### config.mk
export PLATFORM = sky130hd
export DESIGN_NAME = core_link_rx
export DESIGN_NICKNAME = d
export VERILOG_FILES = /design/src/rtl/core_link_rx.sv
export SDC_FILE = /design/constraint.sdc
export NUM_CORES = 1
export LEC_CHECK = 0
export ABC_CLOCK_PERIOD_IN_PS = 2100
export CAP_MARGIN = 30
export CORE_ASPECT_RATIO = 1.1
export CORE_MARGIN = 2
export CORE_UTILIZATION = 48
export CTS_BUF_LIST = sky130_fd_sc_hd__clkbuf_16
export CTS_CLUSTER_DIAMETER = 50
export DETAILED_ROUTE_END_ITERATION = 8
export GPL_TIMING_DRIVEN = 0
export PLACE_DENSITY = 0.75
export SLEW_MARGIN = 20
export SYNTH_ARGS = -nofsm -noshare
export SYNTH_HDL_FRONTEND = slang
export SYNTH_SLANG_ARGS = --single-unit
### constraint.sdc
create_clock -name clk -period 2.1 [get_ports clk]
set_input_delay 0.315 -clock clk [delete_from_list [all_inputs] [get_ports clk]]
set_output_delay 0.315 -clock clk [all_outputs]
set_load 0.03 [all_outputs]
### src/rtl/core_link_rx.sv
// core_link_rx: receiving end of the 11-bit core link.
// Corrects single-bit errors in the Hamming(7,4) field (bits 10..4), keeps
// the 4-bit IP field (bits 3..0) verbatim, and buffers corrected packets in
// a small FIFO toward the router local input. It also reports each correction
// and counts corrections in a saturating counter.
module core_link_rx #(
    parameter int DEPTH = 4,
    parameter int CNT_W = 8
) (
    input  logic                     clk,
    input  logic                     reset,
    input  logic [10:0]              in_data,
    input  logic                     in_valid,
    output logic                     in_ready,
    output logic [10:0]              out_data,
    output logic                     out_valid,
    input  logic                     out_ready,
    output logic                     err_pulse,
    output logic [2:0]               err_syn,
    output logic [CNT_W-1:0]         err_count,
    input  logic                     clr_count,
    output logic [$clog2(DEPTH):0]   level
);

    localparam int AW = $clog2(DEPTH);
    localparam int LW = AW + 1;

    // Syndrome of a received code field r = {D4,D3,D2,P4,D1,P2,P1}, r[0]=P1.
    function automatic logic [2:0] f_syndrome(input logic [6:0] r);
        logic s0, s1, s2;
        s0 = r[0] ^ r[2] ^ r[4] ^ r[6];
        s1 = r[1] ^ r[2] ^ r[5] ^ r[6];
        s2 = r[3] ^ r[4] ^ r[5] ^ r[6];
        return {s2, s1, s0};
    endfunction

    // A non-zero syndrome names the 1-based position of the bit to flip.
    // Double errors are deliberately miscorrected by the same rule.
    function automatic logic [6:0] f_correct(input logic [6:0] r, input logic [2:0] s);
        logic [6:0] mask;
        mask = '0;
        if (s != 3'd0) begin
            mask = 7'd1 << (s - 3'd1);
        end
        return r ^ mask;
    endfunction

    // Saturating increment of the correction counter.
    function automatic logic [CNT_W-1:0] f_sat_inc(input logic [CNT_W-1:0] c);
        return (c == '1) ? c : c + 1'b1;
    endfunction

    logic [10:0]   r_mem [DEPTH];
    logic [AW-1:0] r_wr;
    logic [AW-1:0] r_rd;
    logic [LW-1:0] r_level;
    logic          r_err_pulse;
    logic [2:0]    r_err_syn;
    logic [CNT_W-1:0] r_err_count;

    logic [2:0]    w_syn;
    logic [6:0]    w_fixed;
    logic          w_in_ready;
    logic          w_out_valid;
    logic          w_push;
    logic          w_pop;
    logic          w_err;

    assign w_syn       = f_syndrome(in_data[10:4]);
    assign w_fixed     = f_correct(in_data[10:4], w_syn);
    // No bypass: a full FIFO refuses input even when the head is being popped.
    assign w_in_ready  = (r_level < LW'(DEPTH));
    assign w_out_valid = (r_level != '0);
    assign w_push      = in_valid & w_in_ready;
    assign w_pop       = w_out_valid & out_ready;
    assign w_err       = w_push & (w_syn != 3'd0);

    // Storage holds only data; it is not reset, occupancy is tracked by r_level.
    always_ff @(posedge clk) begin
        if (w_push) begin
            r_mem[r_wr] <= {w_fixed, in_data[3:0]};
        end
    end

    // Read/write pointers wrap naturally modulo DEPTH (power of two).
    always_ff @(posedge clk or posedge reset) begin
        if (reset) begin
            r_wr <= '0;
            r_rd <= '0;
        end else begin
            if (w_push) r_wr <= r_wr + 1'b1;
            if (w_pop)  r_rd <= r_rd + 1'b1;
        end
    end

    // Occupancy: unchanged on simultaneous push and pop.
    always_ff @(posedge clk or posedge reset) begin
        if (reset) begin
            r_level <= '0;
        end else begin
            case ({w_push, w_pop})
                2'b10:   r_level <= r_level + 1'b1;
                2'b01:   r_level <= r_level - 1'b1;
                default: r_level <= r_level;
            endcase
        end
    end

    // Error report: one-cycle pulse, syndrome held until the next error.
    always_ff @(posedge clk or posedge reset) begin
        if (reset) begin
            r_err_pulse <= 1'b0;
            r_err_syn   <= '0;
        end else begin
            r_err_pulse <= w_err;
            if (w_err) r_err_syn <= w_syn;
        end
    end

    // Correction counter: clear has priority over a same-cycle increment.
    always_ff @(posedge clk or posedge reset) begin
        if (reset) begin
            r_err_count <= '0;
        end else if (clr_count) begin
            r_err_count <= '0;
        end else if (w_err) begin
            r_err_count <= f_sat_inc(r_err_count);
        end
    end

    assign in_ready  = w_in_ready;
    assign out_valid = w_out_valid;
    // Head is forced to zero while empty so stale storage never shows.
    assign out_data  = w_out_valid ? r_mem[r_rd] : 11'd0;
    assign err_pulse = r_err_pulse;
    assign err_syn   = r_err_syn;
    assign err_count = r_err_count;
    assign level     = r_level;

endmodule

==> summary.md <==
| Metric | Value |
|---|---|
| Status | finished, final reports clean |
| Count of boundary I/O pins | 44 |
| Pre-CTS setup slack | -0.8306 ns |
| Post-layout util | 66.15% |
| Vias per std cell | 5.103 |
| Fmax | 0.4915 GHz |
| Row cnt | 29 |
| Core outline area | 0.005769 mm2 |
| Avg Inst Size Synth | 14.90 um2 |
| Die area | 0.006626 mm2 |
| Share of the synthesized area in the top cell type | 45.95% |
| Total CTS buffers | 9 |
| Clk pin slew, worst setup/hold paths | 0.05 ns |
| Worst EP arrival | 1.72 ns |
| Actual slew at the worst max-slew pin | 0.7184 ns |
| Mapped Nets | 218 |
| Part of the power in registers | 32.7% |
| Die Y | 85.18 um |
| Yosys Warn Count | 0 |
| RSZ-0062 raised after global routing | false |
| PD cells | 1399 mW/mm2 |
| Combinational fraction of design power | 40.1% |
| Routability Congestion | 0.7873 |
| Skew final | 0.008774 ns |
| Port Buffers | 42 |
| Crit path max fanout | 10 |
| First-pass DRT Iterations | 4 |
| Nets | 282 |
| Kind of critical path | register to primary output |
| Initial DRC count | 118 |
| CTS Hold Bufs | 0 |
| Startpoint Class | register |
| Cell taking the most area after synthesis | edfxtp_1 |
| Total power | 5.338 mW |
| PnR worst setup slack | 0.06552 ns |
| Switching share of power | 34.95% |
| Root buf cell | clkbuf_16 |
| Asr flop ratio synth | 30.16% |
| Clock network power share | 27.2% |
| Synthesized area | 0.002875 mm2 |
| Min Hold Slack | 0.3547 ns |
| Min cycle time layout | 2.034 ns |
| Hold Violations, Final | 0 |
| Maximum VDD drop | 0.7254 mV |
| Vias | 1,730 |
| Max-cap violation count | 0 |
| Most common library cells after synthesis | 44 x edfxtp_1, 19 x dfrtp_1, 14 x xnor2_1 |
| Register bit count reported by yosys | 63 |
| Number of global-route vias before repair | 1,759 |
| Static Leak | 1.466 nW |
| Initial antenna violation count | 0 |
| Sequential area share after synthesis | 62.49% |
| Post-synth EDFFs | 44 |
| Final wirelength | 5.089 mm |
| Fill count | 385 |
| Main area contributors after synthesis | edfxtp_1 46%, dfrtp_1 17%, mux4_2 8.6% |
| Crit share post-route | 96.88% |
| P_int | 3.473 mW |
| Clock sink count | 63 |
| Residual DRC | 0 |
| Overflow left after global routing | 0 |
| Number of H-tree levels | 3 |
| Dominant cell by count in the synthesized netlist | edfxtp_1 |
| Diode count | 0 |
| Post-DRT Antenna Nets | 0 |
| First-pass GRT wire length | 8.569 mm |
| Largest net degree at the start of global routing | 20 |
| Switch Pwr | 1.866 mW |
| Layout cell share with drive strength beyond 1 | 31.68% |
| Worst EP required | 1.78 ns |
| Die X | 77.80 um |
| Rel. slew slack | 52.05% |
| Crit end category | primary output |
| Main synth FF type | edfxtp_1 |
| Starting Density | 49.84% |
| Mapped Cells | 193 |
| Longest Clk Path Bufs | 2 |
| # setup viols final | 0 |
| Clk_lat worst skew | 0.33 ns |
| HP Class | input pin to register |
| CTS tree | yes |
| Max Slew Vio Count | 0 |
| Area grow syn2layout | 32.72% |
| Yosys cell types | 38 |
| Total track usage | 17.27% |
| DP HPWL | 3.295 mm |
| Avg WL per Cell | 15.01 um |
-- area by class of cell --
class / instances / area [um2] / area share (%)
flip-flops and latches: 63 / 1798 / 47.11
plain buffers: 6 / 58.81 / 1.541
inverters: 9 / 36.28 / 0.9508
repair buffers: 53 / 415.4 / 10.89
clock inverters: 7 / 73.82 / 1.934
multi-input cells: 115 / 1112 / 29.15
well taps: 77 / 96.34 / 2.525
clock buffers: 9 / 225.2 / 5.902
-- path summary, 6_finish.rpt --
path                            startpoint            to  slack [ns]  cells after the start
max in group asynchronous            reset       r_rd[0]        1.20                      2
min in group asynchronous            reset      level[1]        0.40                      2
worst max-delay path               r_rd[0]   out_data[9]        0.07                      4
worst max register to register    level[0]      level[2]        0.14                      8
worst min register to register    level[0]      level[0]        0.53                      1
worst min-delay path             clr_count  err_count[4]        0.35                      2
-- flip-flops by register name, summed over array words and instances, names as in the netlist --
name	cells
r_mem	44
err_count	8
err_syn	3
level	3
r_rd	2
r_wr	2
err_pulse	1
-- routing by layer --
layer,share of wire [%],vias to the layer above,track usage (%)
met1,45,839,23.53
li1,-,834,-
met3,4.9,8,5.426
met4,1.1,0,6.331
met5,0,-,0
met2,49,49,26.33
-- cells in the final DEF (no fill, tap or decap), types with 2 or more instances in the layout --
master / n
dfrtp_1: 18
mux4_2: 11
nor4_1: 3
xor2_1: 8
nor2_1: 10
inv_1: 8
buf_4: 11
dlygate4sd2_1: 2
xnor2_1: 7
nor2b_2: 2
and2_1: 13
clkbuf_2: 4
xnor2_2: 6
xnor2_4: 2
mux2i_1: 3
xor2_2: 2
clkinvlp_4: 4
a21oi_1: 5
o21ai_0: 3
clkbuf_16: 9
nand2_1: 5
nand3_1: 7
and2_2: 4
edfxtp_1: 44
buf_2: 15
ha_1: 7
clkdlybuf4s50_1: 23
-- power by group through the flow --
stage               clock network [mW]  logic [mW]  registers [mW]
global placement                     0        2.13            1.77
floorplan                            0        1.31            1.89
global route                      1.52        2.31            1.77
detailed placement                   0        2.17            1.77
finish                            1.45        2.14            1.75
CTS                               1.47        2.14            1.75
-- logic make-up after synthesis --
logic type / share of synthesized area [%]
adders and majority gates: 4.178
DFF: 62.49
buffers and inverters: 2.394
and+or+nand+nor: 10.71
AOI/OAI and AO/OA: 2.698
muxes: 9.661
xor gates and xnor gates: 7.877
-- through the flow --
step	setup TNS, ns	std cells	cell area (um2)
2_1_floorplan	0	193	2894
3_3_place_gp	-29.91	312	3411
3_5_place_dp	-32.27	312	3411
4_1_cts	0	334	3780
5_1_grt	0	339	3816
6_report	0	339	3816
-- critical path, stage by stage (launching register included) --
cell     delay (ns)
dfrtp_2        0.38
buf_12         0.15
mux4_2         0.50
and2_1         0.18
buf_2          0.17
-- repair_timing --
| item | CTS | global route |
|---|---|---|
| buffers inserted | 6 | 5 |
| pin swaps | 7 | 11 |
| gates resized for setup | 82 | 19 |
| endpoints found under the setup margin | 52 | 34 |
Power figures use the tool's default switching activity.
